===== config.mk =====
export PLATFORM = sky130hd
export DESIGN_NAME = squeeze_pingpong_writer
export DESIGN_NICKNAME = d
export VERILOG_FILES = /design/src/rtl/squeeze_pingpong_writer.sv
export SDC_FILE = /design/constraint.sdc
export NUM_CORES = 1
export LEC_CHECK = 0
export ABC_CLOCK_PERIOD_IN_PS = 6150
export BUFFER_PORTS_ARGS = -buffer_cell sky130_fd_sc_hd__buf_4
export CAP_MARGIN = 20
export CORE_MARGIN = 2
export CORE_UTILIZATION = 42
export CTS_BUF_LIST = sky130_fd_sc_hd__clkbuf_16
export CTS_CLUSTER_SIZE = 14
export DETAILED_ROUTE_END_ITERATION = 10
export GPL_ROUTABILITY_DRIVEN = 0
export PLACE_DENSITY_LB_ADDON = 0.3
export SYNTH_ARGS = -nofsm -noshare
export SYNTH_HDL_FRONTEND = slang
export SYNTH_SLANG_ARGS = --single-unit

===== constraint.sdc =====
create_clock -name clk -period 6.15 [get_ports clk]
set_input_delay 0 -clock clk [delete_from_list [all_inputs] [get_ports clk]]
set_output_delay 0 -clock clk [all_outputs]
set_load 0.05 [all_outputs]

===== src/rtl/squeeze_pingpong_writer.sv =====
// squeeze_pingpong_writer: write side of the squeeze 1x1 layer.
// Buffers packed 8-filter beats in a small FIFO and writes each one into
// one half of a 16-channel ping-pong feature-memory word, advancing a
// (group, line, col) raster position per write. The bank toggles at layer end.
// Optional build macro: SQW_RELU_EN (fused ReLU on every 16-bit lane).
module squeeze_pingpong_writer #(
  parameter int DW     = 16,
  parameter int NF     = 8,
  parameter int NCH    = 16,
  parameter int AW     = 32,
  parameter int FDEPTH = 4
) (
  input  logic                clk,
  input  logic                rst,
  input  logic                start,
  input  logic [2:0]          firesel,
  input  logic                in_valid,
  input  logic [NF*DW-1:0]    in_data,
  output logic                in_ready,
  output logic                wr_en,
  input  logic                wr_ready,
  output logic [AW-1:0]       wr_addr,
  output logic [NCH*DW-1:0]   wr_data,
  output logic [1:0]          wr_be,
  output logic                bank_sel,
  output logic                busy,
  output logic                done,
  output logic                overflow_err
);

  localparam int HW = NF * DW;
  localparam int PW = $clog2(FDEPTH);
  localparam logic [PW:0]   PTR_ONE = {{PW{1'b0}}, 1'b1};
  localparam logic [AW-1:0] AW_ONE  = {{(AW-1){1'b0}}, 1'b1};

  typedef enum logic [1:0] {
    ST_IDLE  = 2'd0,
    ST_RUN   = 2'd1,
    ST_DRAIN = 2'd2
  } state_t;

  // Feature-map side length for a layer select.
  function automatic logic [5:0] cfg_side(input logic [2:0] sel);
    logic [5:0] s;
    case (sel)
      3'd0, 3'd1: s = 6'd55;
      3'd2, 3'd3: s = 6'd27;
      default:    s = 6'd13;
    endcase
    return s;
  endfunction

  // Number of 8-filter groups (F/8) for a layer select.
  function automatic logic [3:0] cfg_groups(input logic [2:0] sel);
    logic [3:0] g;
    case (sel)
      3'd0, 3'd1: g = 4'd2;
      3'd2, 3'd3: g = 4'd4;
      3'd4, 3'd5: g = 4'd6;
      default:    g = 4'd8;
    endcase
    return g;
  endfunction

  // Lane conditioning before packing: negative lanes clamp to zero when the
  // fused ReLU is built in, otherwise data passes untouched.
  function automatic logic [HW-1:0] lane_cond(input logic [HW-1:0] d);
    logic [HW-1:0] r;
    r = d;
`ifdef SQW_RELU_EN
    for (int i = 0; i < NF; i++) begin
      if (d[i*DW + DW - 1]) begin
        r[i*DW +: DW] = {DW{1'b0}};
      end else begin
        r[i*DW +: DW] = d[i*DW +: DW];
      end
    end
`endif
    return r;
  endfunction

  state_t          state_r;
  logic [5:0]      s_r;
  logic [AW-1:0]   sq_r;
  logic [AW-1:0]   total_r;
  logic [AW-1:0]   accepted_r;
  logic [5:0]      col_r;
  logic [5:0]      line_r;
  logic [2:0]      grp_r;
  logic [HW-1:0]   fifo_mem_r [FDEPTH];
  logic [PW:0]     wptr_r;
  logic [PW:0]     rptr_r;

  logic            fifo_full_s;
  logic            fifo_empty_s;
  logic            push_s;
  logic            pop_s;
  logic [AW-1:0]   addr_s;
  logic [HW-1:0]   lane_s;
  logic [5:0]      start_side_s;
  logic [AW-1:0]   start_sq_s;
  logic [AW-1:0]   start_total_s;

  assign fifo_empty_s  = (wptr_r == rptr_r);
  assign fifo_full_s   = (wptr_r[PW] != rptr_r[PW]) && (wptr_r[PW-1:0] == rptr_r[PW-1:0]);
  // Ready is built only from registered state, so it is glitch-free and
  // deliberately ignores a same-cycle pop when the FIFO is full.
  assign in_ready      = (state_r == ST_RUN) && !fifo_full_s && (accepted_r < total_r);
  assign push_s        = in_valid && in_ready;
  // A new entry enters the write register whenever it is empty or being accepted.
  assign pop_s         = !fifo_empty_s && (!wr_en || wr_ready);
  assign addr_s        = AW'(grp_r[2:1]) * sq_r + AW'(line_r) * AW'(s_r) + AW'(col_r);
  assign lane_s        = lane_cond(fifo_mem_r[rptr_r[PW-1:0]]);
  assign start_side_s  = cfg_side(firesel);
  assign start_sq_s    = AW'(start_side_s) * AW'(start_side_s);
  assign start_total_s = AW'(cfg_groups(firesel)) * start_sq_s;

  // FIFO storage: payload only, emptiness is carried by the pointers.
  always_ff @(posedge clk) begin
    if (push_s) begin
      fifo_mem_r[wptr_r[PW-1:0]] <= in_data;
    end
  end

  // Layer FSM, FIFO pointers, raster counters and registered write port.
  always_ff @(posedge clk) begin
    if (rst) begin
      state_r      <= ST_IDLE;
      s_r          <= 6'd0;
      sq_r         <= {AW{1'b0}};
      total_r      <= {AW{1'b0}};
      accepted_r   <= {AW{1'b0}};
      col_r        <= 6'd0;
      line_r       <= 6'd0;
      grp_r        <= 3'd0;
      wptr_r       <= {(PW+1){1'b0}};
      rptr_r       <= {(PW+1){1'b0}};
      wr_en        <= 1'b0;
      wr_addr      <= {AW{1'b0}};
      wr_data      <= {(NCH*DW){1'b0}};
      wr_be        <= 2'b00;
      bank_sel     <= 1'b0;
      busy         <= 1'b0;
      done         <= 1'b0;
      overflow_err <= 1'b0;
    end else begin
      done <= 1'b0;

      if (push_s) begin
        wptr_r     <= wptr_r + PTR_ONE;
        accepted_r <= accepted_r + AW_ONE;
      end

      // Counters track the entry being loaded; the load order equals write order.
      if (pop_s) begin
        rptr_r  <= rptr_r + PTR_ONE;
        wr_en   <= 1'b1;
        wr_addr <= addr_s;
        wr_be   <= grp_r[0] ? 2'b10 : 2'b01;
        wr_data <= grp_r[0] ? {lane_s, {HW{1'b0}}} : {{HW{1'b0}}, lane_s};
        if (col_r == s_r - 6'd1) begin
          col_r <= 6'd0;
          if (line_r == s_r - 6'd1) begin
            line_r <= 6'd0;
            grp_r  <= grp_r + 3'd1;
          end else begin
            line_r <= line_r + 6'd1;
          end
        end else begin
          col_r <= col_r + 6'd1;
        end
      end else if (wr_en && wr_ready) begin
        wr_en <= 1'b0;
      end

      case (state_r)
        ST_IDLE: begin
          if (start) begin
            s_r          <= start_side_s;
            sq_r         <= start_sq_s;
            total_r      <= start_total_s;
            accepted_r   <= {AW{1'b0}};
            col_r        <= 6'd0;
            line_r       <= 6'd0;
            grp_r        <= 3'd0;
            overflow_err <= 1'b0;
            busy         <= 1'b1;
            state_r      <= ST_RUN;
          end else if (in_valid) begin
            overflow_err <= 1'b1;
          end
        end
        ST_RUN: begin
          if (push_s && (accepted_r == total_r - AW_ONE)) begin
            state_r <= ST_DRAIN;
          end
        end
        ST_DRAIN: begin
          // Last write: FIFO already empty and the held word is accepted now.
          if (wr_en && wr_ready && fifo_empty_s) begin
            state_r  <= ST_IDLE;
            busy     <= 1'b0;
            done     <= 1'b1;
            bank_sel <= ~bank_sel;
          end
        end
        default: begin
          state_r <= ST_IDLE;
          busy    <= 1'b0;
        end
      endcase
    end
  end

endmodule


==> results.sh <==
export IMPL_setup_viol=0
export IMPL_worst_path_max_fanout=16
export IMPL_worstSkewPairLatency_ns=0.67
export IMPL_startpoint="s_r[4]"
export IMPL_drv_max_cap_violation_count=0
export IMPL_post_synth_inst_count=2779
export IMPL_instances_no_fill=4487
export IMPL_antenna_found_initial=13
export IMPL_finClkSkew_ns=0.0484
export IMPL_power_clock_fraction_pct=32.0
export IMPL_status="completed"
export IMPL_static_leakage_power_nw=16.3
export IMPL_pwr_share_seq_pct=40.3
export IMPL_rows=107
export IMPL_critPathLaunchType="flop"
export IMPL_cts_htree_levels=3
export IMPL_netSwitchingPower_w=0.00586
export IMPL_grt_pass1_wl_mm=139
export IMPL_post_synth_num_cell_types=73
export IMPL_grt_total_usage_pct=20.0
export IMPL_fillCellCount=7368
export IMPL_min_from="in_data[8]"
export IMPL_overflow=0
export IMPL_layout_nets=3522
export IMPL_synth_top_area_share_pct=42.7
export IMPL_synth_largest_area_cell="edfxtp_1"
export IMPL_first_global_vias=23625
export IMPL_worst_setup_path_end_kind="flop"
export IMPL_pwr_share_comb_pct=27.7
export IMPL_class_of_the_most_critical_setup_path="flop to flop"
export IMPL_crit_arrival_ns=5.75
export IMPL_synth_enable_flop_cells=512
export IMPL_regArea_um2=22600
export IMPL_timing_hold_worst_class="input port to flop"
export IMPL_rr_startpoint="s_r[4]"
export IMPL_area_inside_the_core_boundary_um2=85100
export IMPL_utilization_pct=52.3
export IMPL_irDropWorstVdd_mv=0.474
export IMPL_synthTopCellsByCount="edfxtp_1 (512), dfxtp_1 (358), nand2_1 (347), a21oi_1 (307), clkbuf_1 (169)"
export IMPL_synth_most_common_cell="edfxtp_1"
export IMPL_drv_slew=0
export IMPL_io_buffer_count=413
export IMPL_io_pins=432
export IMPL_placed_area_um2=40100
export IMPL_fin_crit_sh_pct=84.1
export IMPL_timing_final_hold_violations=0
export IMPL_synth_area_top_cells="edfxtp_1 (43%), dfxtp_1 (20%), mux4_2 (8.0%)"
export IMPL_initial_utilization_pct=42.3
export IMPL_cts_resized=0
export IMPL_detailedPlacementHpwl_mm=56.3
export IMPL_route_layer_met1_wl_mm=39.3
export IMPL_synth_seq_cells=870
export IMPL_cts_root_to_sink_buffers=3
export IMPL_cts_num_sinks=870
export IMPL_dr_pass1_iters=5
export IMPL_route_detailed_wl_per_inst_um=19.9
export IMPL_chipWidth_um=297
export IMPL_p_int_w=0.0112
export IMPL_max_freq_mhz=193
export IMPL_seq_area_frac_synth_pct=62.6
export IMPL_timing_hold_ws_ns=0.0751
export IMPL_clkTransAtPathRegs_ns=0.06
export IMPL_synth_warnings=0
export IMPL_drc=0
export IMPL_cts_setup_buffers=0
export IMPL_routed_wl_met2_mm=42.3
export IMPL_pwr_density_cell_nw_per_um2=383
export IMPL_setup_tns_final_ns=0
export IMPL_slew_headroom_pct=3.85
export IMPL_multi_input_comb_area_um2=12300
export IMPL_max_slew_worst_pin_slew_ns=1.44
export IMPL_grt_setup_unrepaired="false"
export IMPL_synth_area_per_cell_um2=13.0
export IMPL_tritoncts="built"
export IMPL_synth_main_ff_cell="edfxtp_1"
export IMPL_synth_area_um2=36000
export IMPL_detailedRoute_firstIterationViolations=1554
export IMPL_largest_net_degree_at_the_start_of_global_routing=238
export IMPL_vias=23312
export IMPL_critical_path_required_ns=6.73
export IMPL_post_route_cell_area_um2=44500
export IMPL_met3_length_mm=4.33
export IMPL_async_sr_flop_fraction_pct=0
export IMPL_clock_root_buffer="clkbuf_16"
export IMPL_routed_wirelength_mm=89.2
export IMPL_fraction_of_final_layout_cells_sized_beyond_drive_strength_1_pct=21.6
export IMPL_sw_frac_of_total_pct=34.4
export IMPL_area_growth_pct=23.5
export IMPL_die_area_um2=88100
export IMPL_route_antenna_remaining_nets=0
export IMPL_placedCellCount=4173
export IMPL_top_signal_layer_used="met5"
export IMPL_period_needed_ns=5.17
export IMPL_cts_made_buffers=91
export IMPL_detail_route_vias_per_cell=5.20
export IMPL_die_h_um=297
cells by family after synthesis:
kind of cell    count (synthesis)  share of synthesized area [%]
flops                         870                           62.6
simple gates                  868                           12.3
compound gates                385                           5.90
buf+inv                       311                           3.52
mux                           145                           8.48
fa+ha+maj                     129                           5.25
xor+xnor                       70                           1.97
other cells                     1                         0.0104
metal layers:
layer / vias up / track usage, %
met5: - / 0
met4: 12 / 7.91
met3: 174 / 3.75
met2: 556 / 32.6
met1: 11537 / 26.6
li1: 11033 / -
worst max-delay path, stage by stage (launching register included):
cell and delay, ns:
dfxtp_1 0.70, nand2_1 0.20, xor2_1 0.21, ha_1 0.17, a31oi_1 0.06, fa_1 0.57, inv_1 0.04, ha_1 0.27
inv_1 0.05, fa_1 0.53, inv_1 0.07, fa_1 0.45, a21o_1 0.17, a21o_1 0.22, a2111oi_0 0.67, o21ai_0 0.24
a2111o_1 0.41, nand3_1 0.09
flip-flops by register name (all words and copies together), names as in the netlist, 3 cells and up, named ones only:
signal	count
sq_r	6
wr_data	256
wr_addr	15
grp_r	3
wptr_r	3
rptr_r	3
accepted_r	32
s_r	4
col_r	6
line_r	6
fifo_mem_r	512
total_r	13
path summary, 6_finish.rpt:
kind              slack [ns]  cells after the start               end
setup / recovery        0.98                     17       wr_addr[12]
hold / removal          0.08                      2  fifo_mem_r[2][8]
setup reg to reg        0.98                     17       wr_addr[12]
hold reg to reg         0.45                      2      wr_data[234]
metrics by stage:
| stage | power, W | worst slack, ns |
|---|---|---|
| 5_1_grt | 0.0178 | 0.521 |
| 2_1_floorplan | 0.0102 | 0.714 |
| 3_3_place_gp | 0.0117 | 1.13 |
| 4_1_cts | 0.0172 | 0.962 |
| 3_5_place_dp | 0.0117 | 0.986 |
| 6_report | 0.0170 | 0.980 |
what timing repair did:
action                                  CTS  global route
hold buffers                            135             0
endpoints found under the setup margin    0             0
endpoints found under the hold margin   633             0
cell usage in the layout, fill, tap and decap left out, types with 45 or more instances in the layout:
master | netlist | routed
mux4_2 | 128 | 128
nand3b_1 | 130 | 130
inv_1 | 105 | 120
a21oi_1 | 307 | 307
dfxtp_1 | 358 | 355
ha_1 | 92 | 92
dlygate4sd3_1 | 0 | 135
nor2_1 | 63 | 63
and2_1 | 49 | 45
edfxtp_1 | 512 | 512
nand2_1 | 347 | 347
nand3_1 | 148 | 148
clkbuf_16 | 0 | 94
buf_4 | 17 | 428
final cells by class:
type	count	area share, %
inverters	106	0.894
repair buffers	574	10.7
well taps	1144	3.22
diodes	7	0.0394
multi-input cells	1614	27.6
clock buffers	94	5.29
flip-flops and latches	870	50.7
clock inverters	78	1.50
power by group through the flow:
stage                     sequential [W]  clock (W)  combinational, W
after floorplan                  0.00789          0           0.00233
after global placement           0.00698          0           0.00467
after detailed placement         0.00699          0           0.00468
after CTS                        0.00687    0.00559           0.00477
after global routing             0.00692    0.00581           0.00503
final                            0.00686    0.00546           0.00472
Power figures use the tool's default switching activity.
